--- src/rtl/memory_game_pkg.sv ---
// Shared card-state codes, regfile entry sizing and FSM states for the
// pair-matching game.
package memory_game_pkg;

    localparam int unsigned STATE_W = 2;

    localparam logic [STATE_W-1:0] CARD_HIDDEN  = 2'b00;
    localparam logic [STATE_W-1:0] CARD_FACEUP  = 2'b11;
    localparam logic [STATE_W-1:0] CARD_MATCHED = 2'b10;

    function automatic int unsigned entry_width(input int unsigned color_w);
        return color_w + STATE_W;
    endfunction

    typedef enum logic [3:0] {
        ST_IDLE,
        ST_WAIT_FIRST,
        ST_RD1,
        ST_CHK1,
        ST_WAIT_SECOND,
        ST_RD2,
        ST_CHK2,
        ST_SHOW,
        ST_RESOLVE_A,
        ST_RESOLVE_B,
        ST_DONE
    } game_state_e;

endpackage

--- src/rtl/reveal_timer.sv ---
// Down-counter holding both cards face-up: load arms it with TICKS-1,
// count decrements while active, expired_o flags the zero count.
module reveal_timer #(
    parameter int unsigned TICKS = 8
) (
    input  logic clk,
    input  logic rst_n,
    input  logic load_i,
    input  logic count_i,
    output logic expired_o
);

    localparam int unsigned W = (TICKS > 1) ? $clog2(TICKS) : 1;

    logic [W-1:0] cnt_q, cnt_d;

    always_comb begin
        cnt_d = cnt_q;
        if (load_i) begin
            cnt_d = W'(TICKS - 1);
        end else if (count_i && (cnt_q != '0)) begin
            cnt_d = cnt_q - W'(1);
        end
    end

    always_ff @(posedge clk or negedge rst_n) begin
        if (!rst_n) begin
            cnt_q <= '0;
        end else begin
            cnt_q <= cnt_d;
        end
    end

    assign expired_o = (cnt_q == '0);

endmodule

--- src/rtl/card_pair_ctl.sv ---
// Pair-matching game controller: reveals two clicked cards, compares colours,
// then after a visible delay marks them matched or hides them again.
module card_pair_ctl
    import memory_game_pkg::*;
#(
    parameter int unsigned NUM_CARDS    = 16,
    parameter int unsigned ADDR_W       = 4,
    parameter int unsigned COLOR_W      = 12,
    parameter int unsigned REVEAL_TICKS = 65_000_000,
    parameter int unsigned MOVES_W      = 8
) (
    input  logic                                 clk,
    input  logic                                 rst,
    input  logic                                 start,
    input  logic                                 click_valid,
    input  logic [ADDR_W-1:0]                    click_addr,
    output logic [ADDR_W-1:0]                    rf_rd_addr,
    input  logic [entry_width(COLOR_W)-1:0]      rf_rd_data,
    output logic                                 rf_wr_en,
    output logic [ADDR_W-1:0]                    rf_wr_addr,
    output logic [entry_width(COLOR_W)-1:0]      rf_wr_data,
    output logic                                 busy,
    output logic                                 match_pulse,
    output logic                                 game_done,
    output logic [MOVES_W-1:0]                   moves,
    output logic [$clog2(NUM_CARDS/2+1)-1:0]     pairs_found
);

    localparam int unsigned        PAIRS_W    = $clog2(NUM_CARDS/2+1);
    localparam logic [ADDR_W:0]    ADDR_LIMIT = (ADDR_W+1)'(NUM_CARDS);
    localparam logic [PAIRS_W-1:0] PAIRS_ALL  = PAIRS_W'(NUM_CARDS/2);

    game_state_e          state_q, state_d;
    logic [ADDR_W-1:0]    rd_addr_q, rd_addr_d;
    logic [ADDR_W-1:0]    addr1_q, addr1_d;
    logic [ADDR_W-1:0]    addr2_q, addr2_d;
    logic [COLOR_W-1:0]   col1_q, col1_d;
    logic [COLOR_W-1:0]   col2_q, col2_d;
    logic                 match_q, match_d;
    logic [MOVES_W-1:0]   moves_q, moves_d;
    logic [PAIRS_W-1:0]   pairs_q, pairs_d;

    logic                 click_ok;
    logic                 tmr_load;
    logic                 tmr_expired;
    logic [COLOR_W-1:0]   rd_col;
    logic [STATE_W-1:0]   rd_st;
    logic [STATE_W-1:0]   res_st;
    logic [PAIRS_W-1:0]   pairs_inc;

    assign click_ok  = click_valid && ({1'b0, click_addr} < ADDR_LIMIT);
    assign rd_col    = rf_rd_data[COLOR_W+STATE_W-1:STATE_W];
    assign rd_st     = rf_rd_data[STATE_W-1:0];
    assign res_st    = match_q ? CARD_MATCHED : CARD_HIDDEN;
    assign pairs_inc = pairs_q + PAIRS_W'(1);

    reveal_timer #(
        .TICKS(REVEAL_TICKS)
    ) u_reveal_timer (
        .clk      (clk),
        .rst_n    (rst),
        .load_i   (tmr_load),
        .count_i  (state_q == ST_SHOW),
        .expired_o(tmr_expired)
    );

    always_comb begin
        state_d     = state_q;
        rd_addr_d   = rd_addr_q;
        addr1_d     = addr1_q;
        addr2_d     = addr2_q;
        col1_d      = col1_q;
        col2_d      = col2_q;
        match_d     = match_q;
        moves_d     = moves_q;
        pairs_d     = pairs_q;
        rf_wr_en    = 1'b0;
        rf_wr_addr  = '0;
        rf_wr_data  = '0;
        match_pulse = 1'b0;
        tmr_load    = 1'b0;

        // start overrides everything, including any write due this cycle
        if (start) begin
            state_d = ST_WAIT_FIRST;
            moves_d = '0;
            pairs_d = '0;
            match_d = 1'b0;
        end else begin
            unique case (state_q)
                ST_IDLE, ST_DONE: ;
                ST_WAIT_FIRST: begin
                    if (click_ok) begin
                        rd_addr_d = click_addr;
                        addr1_d   = click_addr;
                        state_d   = ST_RD1;
                    end
                end
                ST_RD1: state_d = ST_CHK1;
                ST_CHK1: begin
                    if (rd_st != CARD_HIDDEN) begin
                        state_d = ST_WAIT_FIRST;
                    end else begin
                        col1_d     = rd_col;
                        rf_wr_en   = 1'b1;
                        rf_wr_addr = addr1_q;
                        rf_wr_data = {rd_col, CARD_FACEUP};
                        state_d    = ST_WAIT_SECOND;
                    end
                end
                ST_WAIT_SECOND: begin
                    if (click_ok) begin
                        rd_addr_d = click_addr;
                        addr2_d   = click_addr;
                        state_d   = ST_RD2;
                    end
                end
                ST_RD2: state_d = ST_CHK2;
                ST_CHK2: begin
                    if (rd_st != CARD_HIDDEN) begin
                        state_d = ST_WAIT_SECOND;
                    end else begin
                        col2_d     = rd_col;
                        match_d    = (rd_col == col1_q);
                        rf_wr_en   = 1'b1;
                        rf_wr_addr = addr2_q;
                        rf_wr_data = {rd_col, CARD_FACEUP};
                        tmr_load   = 1'b1;
                        if (moves_q != '1) begin
                            moves_d = moves_q + MOVES_W'(1);
                        end
                        state_d    = ST_SHOW;
                    end
                end
                ST_SHOW: begin
                    if (tmr_expired) begin
                        state_d = ST_RESOLVE_A;
                    end
                end
                ST_RESOLVE_A: begin
                    rf_wr_en   = 1'b1;
                    rf_wr_addr = addr1_q;
                    rf_wr_data = {col1_q, res_st};
                    state_d    = ST_RESOLVE_B;
                end
                ST_RESOLVE_B: begin
                    rf_wr_en   = 1'b1;
                    rf_wr_addr = addr2_q;
                    rf_wr_data = {col2_q, res_st};
                    state_d    = ST_WAIT_FIRST;
                    if (match_q) begin
                        match_pulse = 1'b1;
                        pairs_d     = pairs_inc;
                        if (pairs_inc == PAIRS_ALL) begin
                            state_d = ST_DONE;
                        end
                    end
                end
                default: state_d = ST_IDLE;
            endcase
        end
    end

    always_ff @(posedge clk or negedge rst) begin
        if (!rst) begin
            state_q   <= ST_IDLE;
            rd_addr_q <= '0;
            addr1_q   <= '0;
            addr2_q   <= '0;
            col1_q    <= '0;
            col2_q    <= '0;
            match_q   <= 1'b0;
            moves_q   <= '0;
            pairs_q   <= '0;
        end else begin
            state_q   <= state_d;
            rd_addr_q <= rd_addr_d;
            addr1_q   <= addr1_d;
            addr2_q   <= addr2_d;
            col1_q    <= col1_d;
            col2_q    <= col2_d;
            match_q   <= match_d;
            moves_q   <= moves_d;
            pairs_q   <= pairs_d;
        end
    end

    assign busy        = !(state_q inside {ST_IDLE, ST_WAIT_FIRST, ST_WAIT_SECOND, ST_DONE});
    assign game_done   = (state_q == ST_DONE);
    assign moves       = moves_q;
    assign pairs_found = pairs_q;
    assign rf_rd_addr  = rd_addr_q;

endmodule
--- config.mk ---
export PLATFORM = sky130hd
export DESIGN_NAME = card_pair_ctl
export DESIGN_NICKNAME = d
export VERILOG_FILES = /design/src/rtl/memory_game_pkg.sv /design/src/rtl/reveal_timer.sv /design/src/rtl/card_pair_ctl.sv
export SDC_FILE = /design/constraint.sdc
export NUM_CORES = 1
export LEC_CHECK = 0
export ABC_AREA = 1
export CAP_MARGIN = 20
export CORE_MARGIN = 1
export CORE_UTILIZATION = 57
export CTS_CLUSTER_DIAMETER = 50
export DETAILED_ROUTE_END_ITERATION = 10
export GPL_TIMING_DRIVEN = 0
export PLACE_DENSITY = 0.8
export SYNTH_ARGS = -nofsm -noshare
export SYNTH_HDL_FRONTEND = slang
export SYNTH_SLANG_ARGS = --single-unit
--- constraint.sdc ---
create_clock -name clk -period 2.75 [get_ports clk]
set_clock_uncertainty 0.05 [all_clocks]
set_input_delay 0.55 -clock clk [delete_from_list [all_inputs] [get_ports clk]]
set_output_delay 0.55 -clock clk [all_outputs]
set_load 0.02 [all_outputs]
==> impl_metrics.json <==
{
  "grt_pass1_wl_um": 21300,
  "synth_simple_gate_area_share_pct": 34.2,
  "clk_pin_slew_ns": 0.09,
  "synth-compound-area-share_pct": 9.78,
  "whs_ns": 0.0541,
  "routed_via_density": 5.62,
  "drt-initial-drc-count": 279,
  "syn_area_um2": 4710,
  "seqPwrFrac_pct": 46.5,
  "synth_top_cell_area_share_pct": 42.0,
  "ys_types": 34,
  "crit_required_ns": 2.15,
  "ir_worst_vdd_v": 0.000452,
  "r2r_setup_slack_ns": 0.77,
  "leakage_uw": 0.00275,
  "synth_xor_area_share_pct": 5.03,
  "power.internal_uw": 2210,
  "overflow": 0,
  "cts-root-buf": "clkbuf_8",
  "cp_max_fo": 4,
  "cts-htree-levels": 3,
  "setup.worst_path.end_class": "output pin",
  "synth_top_family_by_area": "simple AND/OR/NAND/NOR gates",
  "cp-start-kind": "flop",
  "combPwrFrac_pct": 24.9,
  "final_layout_size_suffix_gt1_share_pct": 12.0,
  "swShare_pct": 34.1,
  "min_period_ns": 2.66,
  "rsz0062_at_grt": "false",
  "io_buffers": 58,
  "r2r-start": "u_reveal_timer.cnt_q[0]",
  "grt_pass1_vias": 4657,
  "synth_cells": 661,
  "maxCapViolCount": 0,
  "wl_per_cell_um": 14.9,
  "ys_warn_count": 0,
  "fillers": 632,
  "slew_headroom_pct": 59.1,
  "area_growth_pct": 21.0,
  "cts.path.max_buffers": 2,
  "run_status": "completed",
  "synth_seq_area_share_pct": 42.0,
  "core_um2": 7850,
  "crit_arrival_ns": 2.06,
  "die-area_um2": 8620,
  "rows": 32,
  "numCtsBuffers": 9,
  "report.final.slew_viol_count": 0,
  "crit_type": "reg2out",
  "worstSkewPairLatency_ns": 0.36,
  "synth_area_leaders": "dfrtp_1 (42%), nand2_1 (18%), nor2_1 (5.8%)",
  "synth_area_leader_cell": "dfrtp_1",
  "max_freq_ghz": 0.377,
  "drc": 0,
  "start_util_pct": 60.0,
  "p_clk_share_pct": 28.7,
  "most-common-layout-cells": "nand2_1 (223), dfrtp_1 (76), nor2_1 (69)",
  "gp_congestion": 0.958,
  "layout_commonest_cell": "nand2_1",
  "die_h_um": 92.9,
  "syn-num-nets": 688,
  "antenna_found_initial": 0,
  "vias": 4711,
  "tightest_slew_ns": 0.614,
  "hold_class": "in2async",
  "dpl.hpwl_um": 8870,
  "antenna_cells": 0,
  "reg2regPathDepth": 8,
  "ctsHoldBuffers": 0,
  "finalHoldViolCount": 0,
  "post-route-util_pct": 72.5,
  "grt.total_usage_pct": 31.3,
  "drt_pass1_iterations": 6,
  "setup_viol": 0,
  "wl_um": 12500,
  "grt_max_degree": 53,
  "cts_sinks": 79,
  "fin_nets": 759,
  "syn_avg_cell_area_um2": 7.12,
  "r2r_end": "u_reveal_timer.cnt_q[16]",
  "p_switching_uw": 1150,
  "ant_nets": 0,
  "period_share_pct": 96.6,
  "ys_ff_latch": 79,
  "synth_mux_area_share_pct": 0,
  "die_w_um": 92.9,
  "cts_tree": "built",
  "p_per_area_nw_per_um2": 590,
  "finalPower_uw": 3360,
  "synth_fa_ha_area_share_pct": 1.33,
  "io_pins": 60
}
## cells in the mapped netlist, drive strengths merged
cell / number
a21o: 1
a21oi: 10
a22o: 2
a22oi: 4
a31oi: 13
buf: 11
clkbuf: 7
clkinv: 1
dfrtp: 79
ha: 5
inv: 66
nand2: 229
nand3: 47
nand3b: 1
nand4: 16
nor2: 83
nor3: 5
o211ai: 1
o21a: 1
o21ai: 51
or2: 1
xnor2: 8
xor2: 19
## layer usage
metal	share of wire (%)	global-route usage, %	vias up
met2	49	52.9	197
li1	-	-	2255
met3	5.9	4.27	32
met5	0	0	-
met4	2.1	13.1	0
met1	43	40.2	2227
## state kept, by name (all words and copies together), names as in the netlist
| signal | cells |
|---|---|
| u_reveal_timer.cnt_q | 26 |
| col1_q | 12 |
| col2_q | 12 |
| moves | 8 |
| addr1_q | 4 |
| addr2_q | 4 |
| pairs_found | 4 |
| rf_rd_addr | 4 |
| state_q | 4 |
| match_q | 1 |
## power by group through the flow
| stage | registers [µW] | clock network [µW] | logic [µW] |
|---|---|---|---|
| floorplan | 1560 | 0 | 514 |
| global placement | 1560 | 0 | 782 |
| detailed placement | 1570 | 0 | 813 |
| CTS | 1550 | 959 | 824 |
| global route | 1580 | 999 | 939 |
| finish | 1560 | 962 | 835 |
## kinds of logic (layout without fill, tap and decap cells)
logic type / count (synthesis) / count (layout)
AND/OR/NAND/NOR: 382 / 382
adder cells (fa/ha/maj): 5 / 5
buffers and inverters: 85 / 160
flip-flops: 79 / 79
XOR/XNOR: 27 / 27
AO/OA/AOI/OAI: 83 / 83
## cell type report
class,instances,area (µm²),area share [%]
sequential,79,1980,34.8
clock buffer,9,124,2.18
clock inverter,6,86.3,1.52
timing repair buffer,62,584,10.3
multi-input combinational,497,2420,42.6
tap,102,128,2.24
buffer,16,113,1.98
inverter,67,253,4.44
## worst max-delay path, stage by stage (launching register included)
cell and delay [ns]:
dfrtp_2 0.46, inv_2 0.07, nor2_2 0.11, nand2_1 0.16
nor2_4 0.18, buf_4 0.14, nand2_1 0.06, a31oi_2 0.21
clkdlybuf4s15_2 0.29
## per-stage QoR
step	std cells	TNS [ns]	area, µm²	setup WS, ns
final	838	0	5690	0.0948
after global routing	838	0	5690	0.00175
after CTS	839	0	5660	0.00541
after detailed placement	822	-8.61	5440	-0.532
after global placement	821	-147.94	5410	-1.78
after floorplan	661	0	4710	0.426
## worst max path at each step
stage / startpoint / endpoint / slack [ns] / cells past startpoint
floorplan: rf_rd_data[1] / rf_wr_data[1] / 0.43 / 6
finish: state_q[3] / rf_wr_data[2] / 0.09 / 8
global placement: rst / col1_q[7] / -1.78 / 1
detailed placement: rf_rd_data[1] / rf_wr_data[4] / -0.53 / 10
global route: state_q[3] / rf_wr_data[13] / 0.002 / 8
CTS: state_q[2] / rf_wr_data[7] / 0.005 / 9
## timing repair
| item | 4_1_cts | 5_1_grt |
|---|---|---|
| pin swaps | 2 | 3 |
| buffers inserted | 3 | 0 |
| endpoints found under the setup margin | 20 | 19 |
| gates resized for setup | 85 | 19 |
| hold endpoints to repair | 0 | 0 |
Power figures use the tool's default switching activity.
